--- src/rtl/seq_multiplier.sv ---
// Sequential shift-add multiplier: one multiplier bit per clock, start/busy/done handshake.
// Optional two's-complement mode enabled by defining SEQ_MULT_SIGNED_EN (adds the sgn port).
module seq_multiplier #(
  parameter int WIDTH = 4
) (
  input  logic                 clk,
  input  logic                 rst_n,
  input  logic                 start,
  input  logic [WIDTH-1:0]     a,
  input  logic [WIDTH-1:0]     b,
`ifdef SEQ_MULT_SIGNED_EN
  input  logic                 sgn,
`endif
  output logic                 busy,
  output logic                 done,
  output logic [2*WIDTH-1:0]   result
);

  localparam int PW = 2 * WIDTH;
  localparam int CW = $clog2(WIDTH + 1);
  localparam logic [CW-1:0] LAST = CW'(WIDTH - 1);

  typedef enum logic [1:0] {IDLE, CALC, DONE} state_t;

  state_t          state;
  logic [PW-1:0]   mcand;
  logic [WIDTH-1:0] mplier;
  logic [PW-1:0]   acc;
  logic [CW-1:0]   count;
  logic            neg_q;

  logic [WIDTH-1:0] a_mag;
  logic [WIDTH-1:0] b_mag;
  logic             neg_req;
  logic [PW-1:0]    acc_sum;
  logic [PW-1:0]    prod_final;

  // Signed mode multiplies magnitudes; the most negative value maps to 2^(WIDTH-1) unsigned.
  always_comb begin
    a_mag   = a;
    b_mag   = b;
    neg_req = 1'b0;
`ifdef SEQ_MULT_SIGNED_EN
    if (sgn) begin
      if (a[WIDTH-1]) a_mag = ~a + 1'b1;
      if (b[WIDTH-1]) b_mag = ~b + 1'b1;
      neg_req = a[WIDTH-1] ^ b[WIDTH-1];
    end
`endif
  end

  always_comb begin
    acc_sum    = mplier[0] ? (acc + mcand) : acc;
    prod_final = neg_q ? (~acc_sum + 1'b1) : acc_sum;
  end

  always_ff @(posedge clk or negedge rst_n) begin
    if (!rst_n) begin
      state  <= IDLE;
      busy   <= 1'b0;
      done   <= 1'b0;
      result <= '0;
      mcand  <= '0;
      mplier <= '0;
      acc    <= '0;
      count  <= '0;
      neg_q  <= 1'b0;
    end else begin
      case (state)
        // DONE shares IDLE's accept path so back-to-back requests need no bubble.
        IDLE, DONE: begin
          done <= 1'b0;
          if (start) begin
            mcand  <= {{WIDTH{1'b0}}, a_mag};
            mplier <= b_mag;
            acc    <= '0;
            count  <= '0;
            neg_q  <= neg_req;
            busy   <= 1'b1;
            state  <= CALC;
          end else begin
            state <= IDLE;
          end
        end
        CALC: begin
          acc    <= acc_sum;
          mcand  <= mcand << 1;
          mplier <= mplier >> 1;
          count  <= count + 1'b1;
          if (count == LAST) begin
            result <= prod_final;
            done   <= 1'b1;
            busy   <= 1'b0;
            state  <= DONE;
          end
        end
        default: begin
          busy  <= 1'b0;
          done  <= 1'b0;
          state <= IDLE;
        end
      endcase
    end
  end

endmodule

--- config.mk ---
export PLATFORM = sky130hd
export DESIGN_NAME = seq_multiplier
export DESIGN_NICKNAME = d
export VERILOG_FILES = /design/src/rtl/seq_multiplier.sv
export SDC_FILE = /design/constraint.sdc
export NUM_CORES = 1
export LEC_CHECK = 0
export CELL_PAD_IN_SITES_DETAIL_PLACEMENT = 1
export CELL_PAD_IN_SITES_GLOBAL_PLACEMENT = 1
export CORE_ASPECT_RATIO = 1.5
export CORE_UTILIZATION = 42
export CTS_CLUSTER_SIZE = 14
export DETAILED_ROUTE_END_ITERATION = 6
export GPL_ROUTABILITY_DRIVEN = 0
export PLACE_DENSITY_LB_ADDON = 0.1
export SYNTH_ARGS = -nofsm -noshare
export SYNTH_HDL_FRONTEND = slang
export SYNTH_SLANG_ARGS = --single-unit
--- constraint.sdc ---
create_clock -name clk -period 2.4 [get_ports clk]
set_clock_uncertainty 0.1 [all_clocks]
set_input_delay 0.36 -clock clk [delete_from_list [all_inputs] [get_ports clk]]
set_output_delay 0.36 -clock clk [all_outputs]
set_load 0.01 [all_outputs]
[After elaboration in Yosys (flattened, before gate mapping)]
Index checks and enable logic that the tools add are counted.
Word-level totals
  register bits: 35
  logic and storage cells: 38
  output and inout bits: 10
  input bits: 11
Cells by class
  multiplexer cells: 17
  eq/ne operators: 5
  reduce and logical (&&, ||, !) cells: 6
  $add $sub $neg: 2
Operator list (number)
  $pmux 8 s2: 2
  $mux 8: 3
  $add 8x8->8: 1
  $pmux 4 s2: 1
  $pmux 3 s2: 1
  $reduce_and 2->1: 3
  $mux 1: 5
  $mux 4: 1
  $ne 2x2->1 const B: 2
  $pmux 2 s2: 1
  $add 3x1->3 const B: 1
  $eq 3x2->1 const B: 1
  $mux 3: 1
  $eq 2x1->1 const B: 1
  $eq 2x2->1 const B: 1
  $logic_not 2->1: 1
  $mux 2: 1
  $pmux 1 s2: 1
  $reduce_bool 2->1: 1
  $reduce_or 2->1: 1

[Logic depth before layout (Yosys ltp)]
Gate-level depths: netlist of the first run.
  depth after elaboration: 4
  gate-level depth with buffers: 7
  mapped depth without buffers: 7

[Worst setup path before layout of the first run]
OpenSTA, ideal clock, no wires.
  kind: register to register
  from: reg mcand[1]
  to: reg result[7]
  cell stages (with the launch flop): 7
  slack: 0.375 ns
  required time: 2.218 ns
  arrival: 1.843 ns
  buffers on the path: 0
  cell sequence: dfrtp_1 > ha_1 > a211oi_2 > nor3_1 > o31a_1 > or4_1 > a31oi_1
On the way
  word-level cells in the longest chain between the ends: 2
Ends and longest elaborated chain
  from (decl): RTL line 26  | logic [PW-1:0] mcand;
  from (signal assigned): RTL line 74  | mcand <= {{WIDTH{1'b0}}, a_mag};
  from (signal assigned): RTL line 87  | mcand <= mcand << 1;
  $add 8x8->8: RTL line 53  | acc_sum = mplier[0] ? (acc + mcand) : acc;
  $mux 8: RTL line 53
  to (signal assigned): RTL line 91  | result <= prod_final;
  to (decl): RTL line 16  | output logic [2*WIDTH-1:0] result
No other way between the ends.
A chain may end at the register's enable or synchronous reset.

[Worst setup path in the final report of the first run]
  from: reg mcand[2]
  to: reg result[7]
The elaborated chain is that of the path after synthesis.

==> impl_metrics.yaml, run 1 <==
status:
  status: "completed"
route:
  via_count: 1337
  drc: 0
  dr.pass1.iters: 3
  via_per_inst: 5.52
  drt_iter0_markers: 10
  wire_per_inst_um: 16.9
  ant_nets: 0
  routed_wirelength_um: 4100
worst_setup_path:
  r2r_slack_ns: 0.18
  start_kind: "register"
  path_cells: "ha_1 > o211ai_1 > nor3_1 > o31a_1 > or4_1 > a31oi_1"
  path_class: "reg2reg"
  worstPathArrival_ns: 2.33
  r2r_start: "mcand[2]$_DFFE_PN0P_"
  worst_setup_path_end_kind: "register"
  cp.depth: 6
  cp.required_ns: 2.51
  reg2reg_depth: 6
  cp_top_family: "compound AO/OA/AOI/OAI gates"
  reg2reg_to: "result[7]$_DFFE_PN0P_"
  cp_num_buf_inv: 0
  slowest_delay_ns: 0.43
  crit_path_top_delay_cell: "dfrtp_1"
  path_max_fanout: 4
grt:
  track_usage: 0.219
  grt_max_degree: 35
  grt_pass1_wl_um: 6720
  grt_pass1_vias: 1415
  antenna_found_initial: 0
  gr-total-overflow: 0
timing:
  fin_tns_setup_ns: 0
  worst_pin_slew_ns: 0.739
  hold_viol_final: 0
  finalCritPeriodShare: 0.926
  fmax_mhz: 450
  setup_violations: 0
  rsz0062_at_grt: "false"
  relSlewSlack: 0.505
  timing.final.crit_period_ns: 2.22
  final_max_slew_viol_count: 0
hold_path:
  hold_start: "result[2]$_DFFE_PN0P_"
  whs_path_depth: 2
  min_path_type: "reg2reg"
  hold_end: "result[2]$_DFFE_PN0P_"
die:
  die_y_um: 80.0
  io_pins: 21
  initial_utilization: 0.435
  die_w_um: 54.0
  core_area_um2: 3920
  die-area_um2: 4320
  fp-row-count: 28
power:
  ir_drop_mv: 0.786
  leakage_nw: 0.964
  pwr_density_cell_nw_per_um2: 1450
synth:
  yosys.cell_types.count: 34
  ys.flop_type: "dfrtp_1"
  syn-num-nets: 194
  synthArstFlopShare: 1.00
  ys_seq_area_frac: 0.499
  syn_avg_cell_area_um2: 9.86
  netlist_instances: 173
  syn_area_um2: 1710
  ys_ff_latch: 34
  yosysWarningCount: 0
  synth_edf_count: 0
layout:
  nets: 218
  syn2layout_area_growth_pct: 20.0
  antenna-diode-count: 0
  drive_above_1_share: 0.0711
  finish.utilization: 0.521
placed_design:
  portBuffers: 20
  dp_hpwl_um: 3100
clock_tree:
  hold_buffers: 0
  htreeDepth: 2
  cts_tree: "yes"
  cts.repair.resized: 0
  cts_buffers: 5
  cts-root-buf: "clkbuf_8"
  clock_sinks: 34
  postCtsSetupBuffers: 0
  clock_latency_ns: 0.28
  clkTransAtPathRegs_ns: 0.07
  cts_buffer_depth: 2
run:
  drv_cap: 0
## sequential cells by signal, summed over array words and instances, names as in the netlist
register,flops
state,1
done,1
busy,1
result,8
mplier,4
count,3
mcand,8
acc,8
## cell usage after synthesis, types with 2 or more instances
library cell,n,area share
xnor2_1,2,0.010
o21ai_0,11,0.032
nand3_1,5,0.015
nand2_1,19,0.042
clkbuf_1,8,0.018
o22ai_1,5,0.018
ha_1,9,0.066
nor2b_1,3,0.011
dfrtp_1,34,0.50
nor3_1,2,0.0059
a21oi_1,14,0.041
nand2b_1,2,0.0073
xor2_1,3,0.015
a31o_2,3,0.015
nor2_1,16,0.035
a21o_1,2,0.0088
mux2i_1,4,0.023
inv_1,5,0.011
a22o_1,7,0.036
and3_1,5,0.018
## worst register-to-register path, cell delays in order (launching register included)
cell and delay [ns]:
dfrtp_1 0.43, ha_1 0.37, o211ai_1 0.24, nor3_1 0.10, o31a_1 0.32, or4_1 0.41, a31oi_1 0.17
## worst max-delay path by stage
stage	start	to	slack [ns]
detailed placement	mcand[1]$_DFFE_PN0P_	result[7]$_DFFE_PN0P_	0.17
CTS	mcand[2]$_DFFE_PN0P_	result[7]$_DFFE_PN0P_	0.16
floorplan	mcand[1]$_DFFE_PN0P_	result[7]$_DFFE_PN0P_	0.37
global route	mcand[0]$_DFFE_PN0P_	acc[6]$_DFFE_PN0P_	0.03
finish	mcand[2]$_DFFE_PN0P_	result[7]$_DFFE_PN0P_	0.18
global placement	mcand[2]$_DFFE_PN0P_	result[7]$_DFFE_PN0P_	0.19
## placed cells by master (no fill, tap or decap), types with 4 or more instances in the layout
cell	synthesis	routed
a21oi_1	14	14
a22o_1	7	7
and3_1	5	5
buf_4	0	5
clkbuf_8	0	5
clkdlybuf4s50_1	0	20
dfrtp_1	34	34
ha_1	9	9
inv_1	5	5
mux2i_1	4	4
nand2_1	19	19
nand3_1	5	5
nor2_1	16	16
o21ai_0	11	11
o22ai_1	5	5
## stage by stage
| stage | power [mW] | hold WS [ns] | worst slack (ns) | std cells | instance area [µm²] |
|---|---|---|---|---|---|
| detailed placement | 2.60 | 0.374 | 0.173 | 235 | 1970 |
| floorplan | 2.08 | -0.0356 | 0.375 | 173 | 1710 |
| CTS | 3.01 | 0.389 | 0.162 | 242 | 2050 |
| finish | 2.96 | 0.383 | 0.178 | 242 | 2050 |
| global route | 3.24 | 0.421 | 0.0300 | 242 | 2050 |
| global placement | 2.52 | 0.363 | 0.194 | 235 | 1970 |
## where the power goes
group / internal, mW / leakage (nW) / total (mW) / switching [mW]
sequential: 0.837 / 0.422 / 1.05 / 0.211
combinational: 0.695 / 0.503 / 1.52 / 0.828
clock: 0.200 / 0.0383 / 0.391 / 0.191
## area by class of cell
class / count / area, µm²
clock buffers: 7 / 76.3
multi-input cells: 125 / 802
repair buffers: 25 / 238
flip-flops and latches: 34 / 851
fillers: 443 / 1880
well taps: 45 / 56.3
inverters: 6 / 22.5
## cell families (layout without fill, tap and decap cells)
family	count (synthesis)	after routing	share of synthesized area
AOI/OAI and AO/OA	51	51	0.195
xor gates and xnor gates	5	5	0.0257
adders and majority gates	10	10	0.0778
buffers and inverters	14	38	0.0308
DFF	34	34	0.499
muxes	4	4	0.0235
and+or+nand+nor	55	55	0.148
## per-layer routing
| metal | global-route usage | vias to the layer above | wire length, µm |
|---|---|---|---|
| li1 | - | 663 | - |
| met1 | 0.257 | 652 | 1700 |
| met2 | 0.386 | 18 | 2280 |
| met3 | 0.0400 | 4 | 83 |
| met4 | 0.0692 | 0 | 34 |
| met5 | 0 | - | 0 |
(Power assumes the default switching activity.)
==> run 2, diff against run 1 <==
--- a/config.mk
+++ b/config.mk
@@ -15,2 +15,3 @@
 export PLACE_DENSITY_LB_ADDON = 0.1
+export SLEW_MARGIN = 20
 export SYNTH_ARGS = -nofsm -noshare
--- a/constraint.sdc
+++ b/constraint.sdc
@@ -4,2 +4,2 @@
 set_output_delay 0.36 -clock clk [all_outputs]
-set_load 0.01 [all_outputs]
+set_load 0.02 [all_outputs]
==> results of run 2 <==
The final DEF is identical to that of run 1. Status: completed.
Main changes from that run: total power 2.96 mW -> 3.02 mW; worst IR drop on VDD 0.786 mV -> 0.787 mV
==> run 3, diff against run 2 <==
- PLACE_DENSITY: default -> 0.82
- PLACE_DENSITY_LB_ADDON: 0.1 -> default
==> run 3 against run 2 <==
  * Sequential power barely moved
  * Global-route usage grew 2.5 points
  * Critical path type unchanged
  * Count of clock-buffer cells in the layout grew 1
==> impl_metrics.yaml, run 3 (synthesis gave the netlist of run 1 again) <==
power:
  combPwrFrac: 0.520
  clkPwrFrac: 0.155
  power.switching_mw: 1.38
  p_sw_frac: 0.425
  power_frac_seq: 0.325
  ir_drop_mv: 0.758
  pwr_density_cell_nw_per_um2: 1540
  p_int_mw: 1.86
  leakage_nw: 1.00
worst_setup_path:
  r2r_start: "mcand[2]$_DFFE_PN0P_"
  start_kind: "register"
  cp_num_buf_inv: 0
  r2r_slack_ns: 0.06
  path_class: "reg2reg"
  reg2reg_to: "acc[7]$_DFFE_PN0P_"
  slowest_delay_ns: 0.58
  crit_path_top_delay_cell: "nor4_1"
  reg2reg_depth: 6
  path_max_fanout: 4
  worstPathArrival_ns: 2.46
  cp.required_ns: 2.52
  cp_top_family: "simple AND/OR/NAND/NOR gates"
  worst_setup_path_end_kind: "register"
  path_cells: "ha_1 > o211ai_1 > nor3_1 > nor4_1 > o311ai_0 > nand3_1"
hold_path:
  min_path_type: "in2async"
grt:
  gr-total-overflow: 0
  grt_pass1_wl_um: 7370
  grt_pass1_vias: 1549
  track_usage: 0.245
  antenna_found_initial: 0
  grt_max_degree: 35
clock_tree:
  clkTransAtPathRegs_ns: 0.07
  cts.repair.resized: 0
  cts_buffer_depth: 2
  htreeDepth: 2
  clock_latency_ns: 0.29
  hold_buffers: 0
  clock_sinks: 34
  cts-root-buf: "clkbuf_8"
  cts_buffers: 5
  cts_tree: "yes"
run:
  drv_cap: 0
route:
  routed_wirelength_um: 4450
  via_count: 1465
  wl_met1_um: 1730
  via_per_inst: 5.93
  top_layer: "met4"
  ant_nets: 0
  drt_iter0_markers: 23
  wire_per_inst_um: 18.0
  route.met2.wl_um: 2500
  dr.pass1.iters: 4
  met3_length_um: 109
  drc: 0
die:
  core_area_um2: 3920
  die-area_um2: 4320
  die_y_um: 80.0
  io_pins: 21
  initial_utilization: 0.435
  die_w_um: 54.0
  fp-row-count: 28
placed_design:
  dp_hpwl_um: 3170
  portBuffers: 20
  dp_cells: 238
layout:
  reg_top3: "acc: 8 flops, mcand: 8 flops, result: 8 flops"
  multiInputGateArea_um2: 802
  nets: 222
  ff_latch_area_um2: 851
  syn2layout_area_growth_pct: 23.7
  final_common_cell: "dfrtp_1"
  layout_common_cells: "dfrtp_1, clkdlybuf4s50_1, nand2_1"
  antenna-diode-count: 0
  fill_cells: 461
  drive_above_1_share: 0.104
  layoutNonFillerInstCount: 247
timing:
  setup_violations: 0
  finalCritPeriodShare: 0.973
  fmax_mhz: 428
  worst_pin_slew_ns: 0.673
  relSlewSlack: 0.547
  hold_ws_ns: 0.383
  timing.final.crit_period_ns: 2.34
  final_max_slew_viol_count: 0
  hold_viol_final: 0
  rsz0062_at_grt: "false"
  fin_tns_setup_ns: 0
status:
  status: "completed"
==> run 3: cell count changes in the layout (fill, tap and decap cells not counted), sizes merged <==
cell,change
buf,+4
clkbuf,+1
==> run 3: layer usage <==
layer / global-route usage / vias up
met1: 0.263 / 751
met3: 0.0552 / 11
li1: - / 676
met2: 0.432 / 27
met4: 0.113 / 0
met5: 0 / -
==> run 3: worst max path at each step <==
stage | end | from | slack (ns) | cells past startpoint
3_5_place_dp | acc[7]$_DFFE_PN0P_ | mcand[1]$_DFFE_PN0P_ | 0.14 | 6
2_1_floorplan | result[7]$_DFFE_PN0P_ | mcand[1]$_DFFE_PN0P_ | 0.37 | 6
5_1_grt | result[7]$_DFFE_PN0P_ | mcand[4]$_DFFE_PN0P_ | 0.003 | 6
6_report | acc[7]$_DFFE_PN0P_ | mcand[2]$_DFFE_PN0P_ | 0.06 | 6
4_1_cts | acc[7]$_DFFE_PN0P_ | mcand[2]$_DFFE_PN0P_ | 0.07 | 6
3_3_place_gp | result[7]$_DFFE_PN0P_ | mcand[2]$_DFFE_PN0P_ | 0.23 | 6
==> run 3: per-stage QoR <==
| step | util | area [µm²] | power [mW] | worst slack [ns] |
|---|---|---|---|---|
| 6_report | 0.538 | 2110 | 3.24 | 0.0644 |
| 5_1_grt | 0.538 | 2110 | 3.49 | 0.00350 |
| 4_1_cts | 0.536 | 2100 | 3.24 | 0.0733 |
| 3_5_place_dp | 0.508 | 1990 | 2.71 | 0.141 |
| 3_3_place_gp | 0.508 | 1990 | 2.59 | 0.232 |
| 2_1_floorplan | - | 1710 | 2.13 | 0.375 |
==> run 3: area by class of cell <==
| class | count | share of cell area |
|---|---|---|
| clock buffers | 8 | 0.0522 |
| inverters | 6 | 0.0107 |
| multi-input cells | 125 | 0.380 |
| flip-flops and latches | 34 | 0.403 |
| well taps | 45 | 0.0267 |
| repair buffers | 29 | 0.127 |
==> run 3: power groups by stage <==
stage	logic (mW)	clock network, mW	registers, mW
3_3_place_gp	1.56	0	1.03
2_1_floorplan	1.05	0	1.09
3_5_place_dp	1.65	0	1.06
5_1_grt	1.87	0.534	1.09
4_1_cts	1.68	0.510	1.05
6_report	1.69	0.503	1.05
==> run 3: repair_timing <==
| action | 4_1_cts | 5_1_grt |
|---|---|---|
| endpoints found under the setup margin | 0 | 2 |
| hold endpoints to repair | 0 | 0 |
| buffers inserted | 0 | 1 |
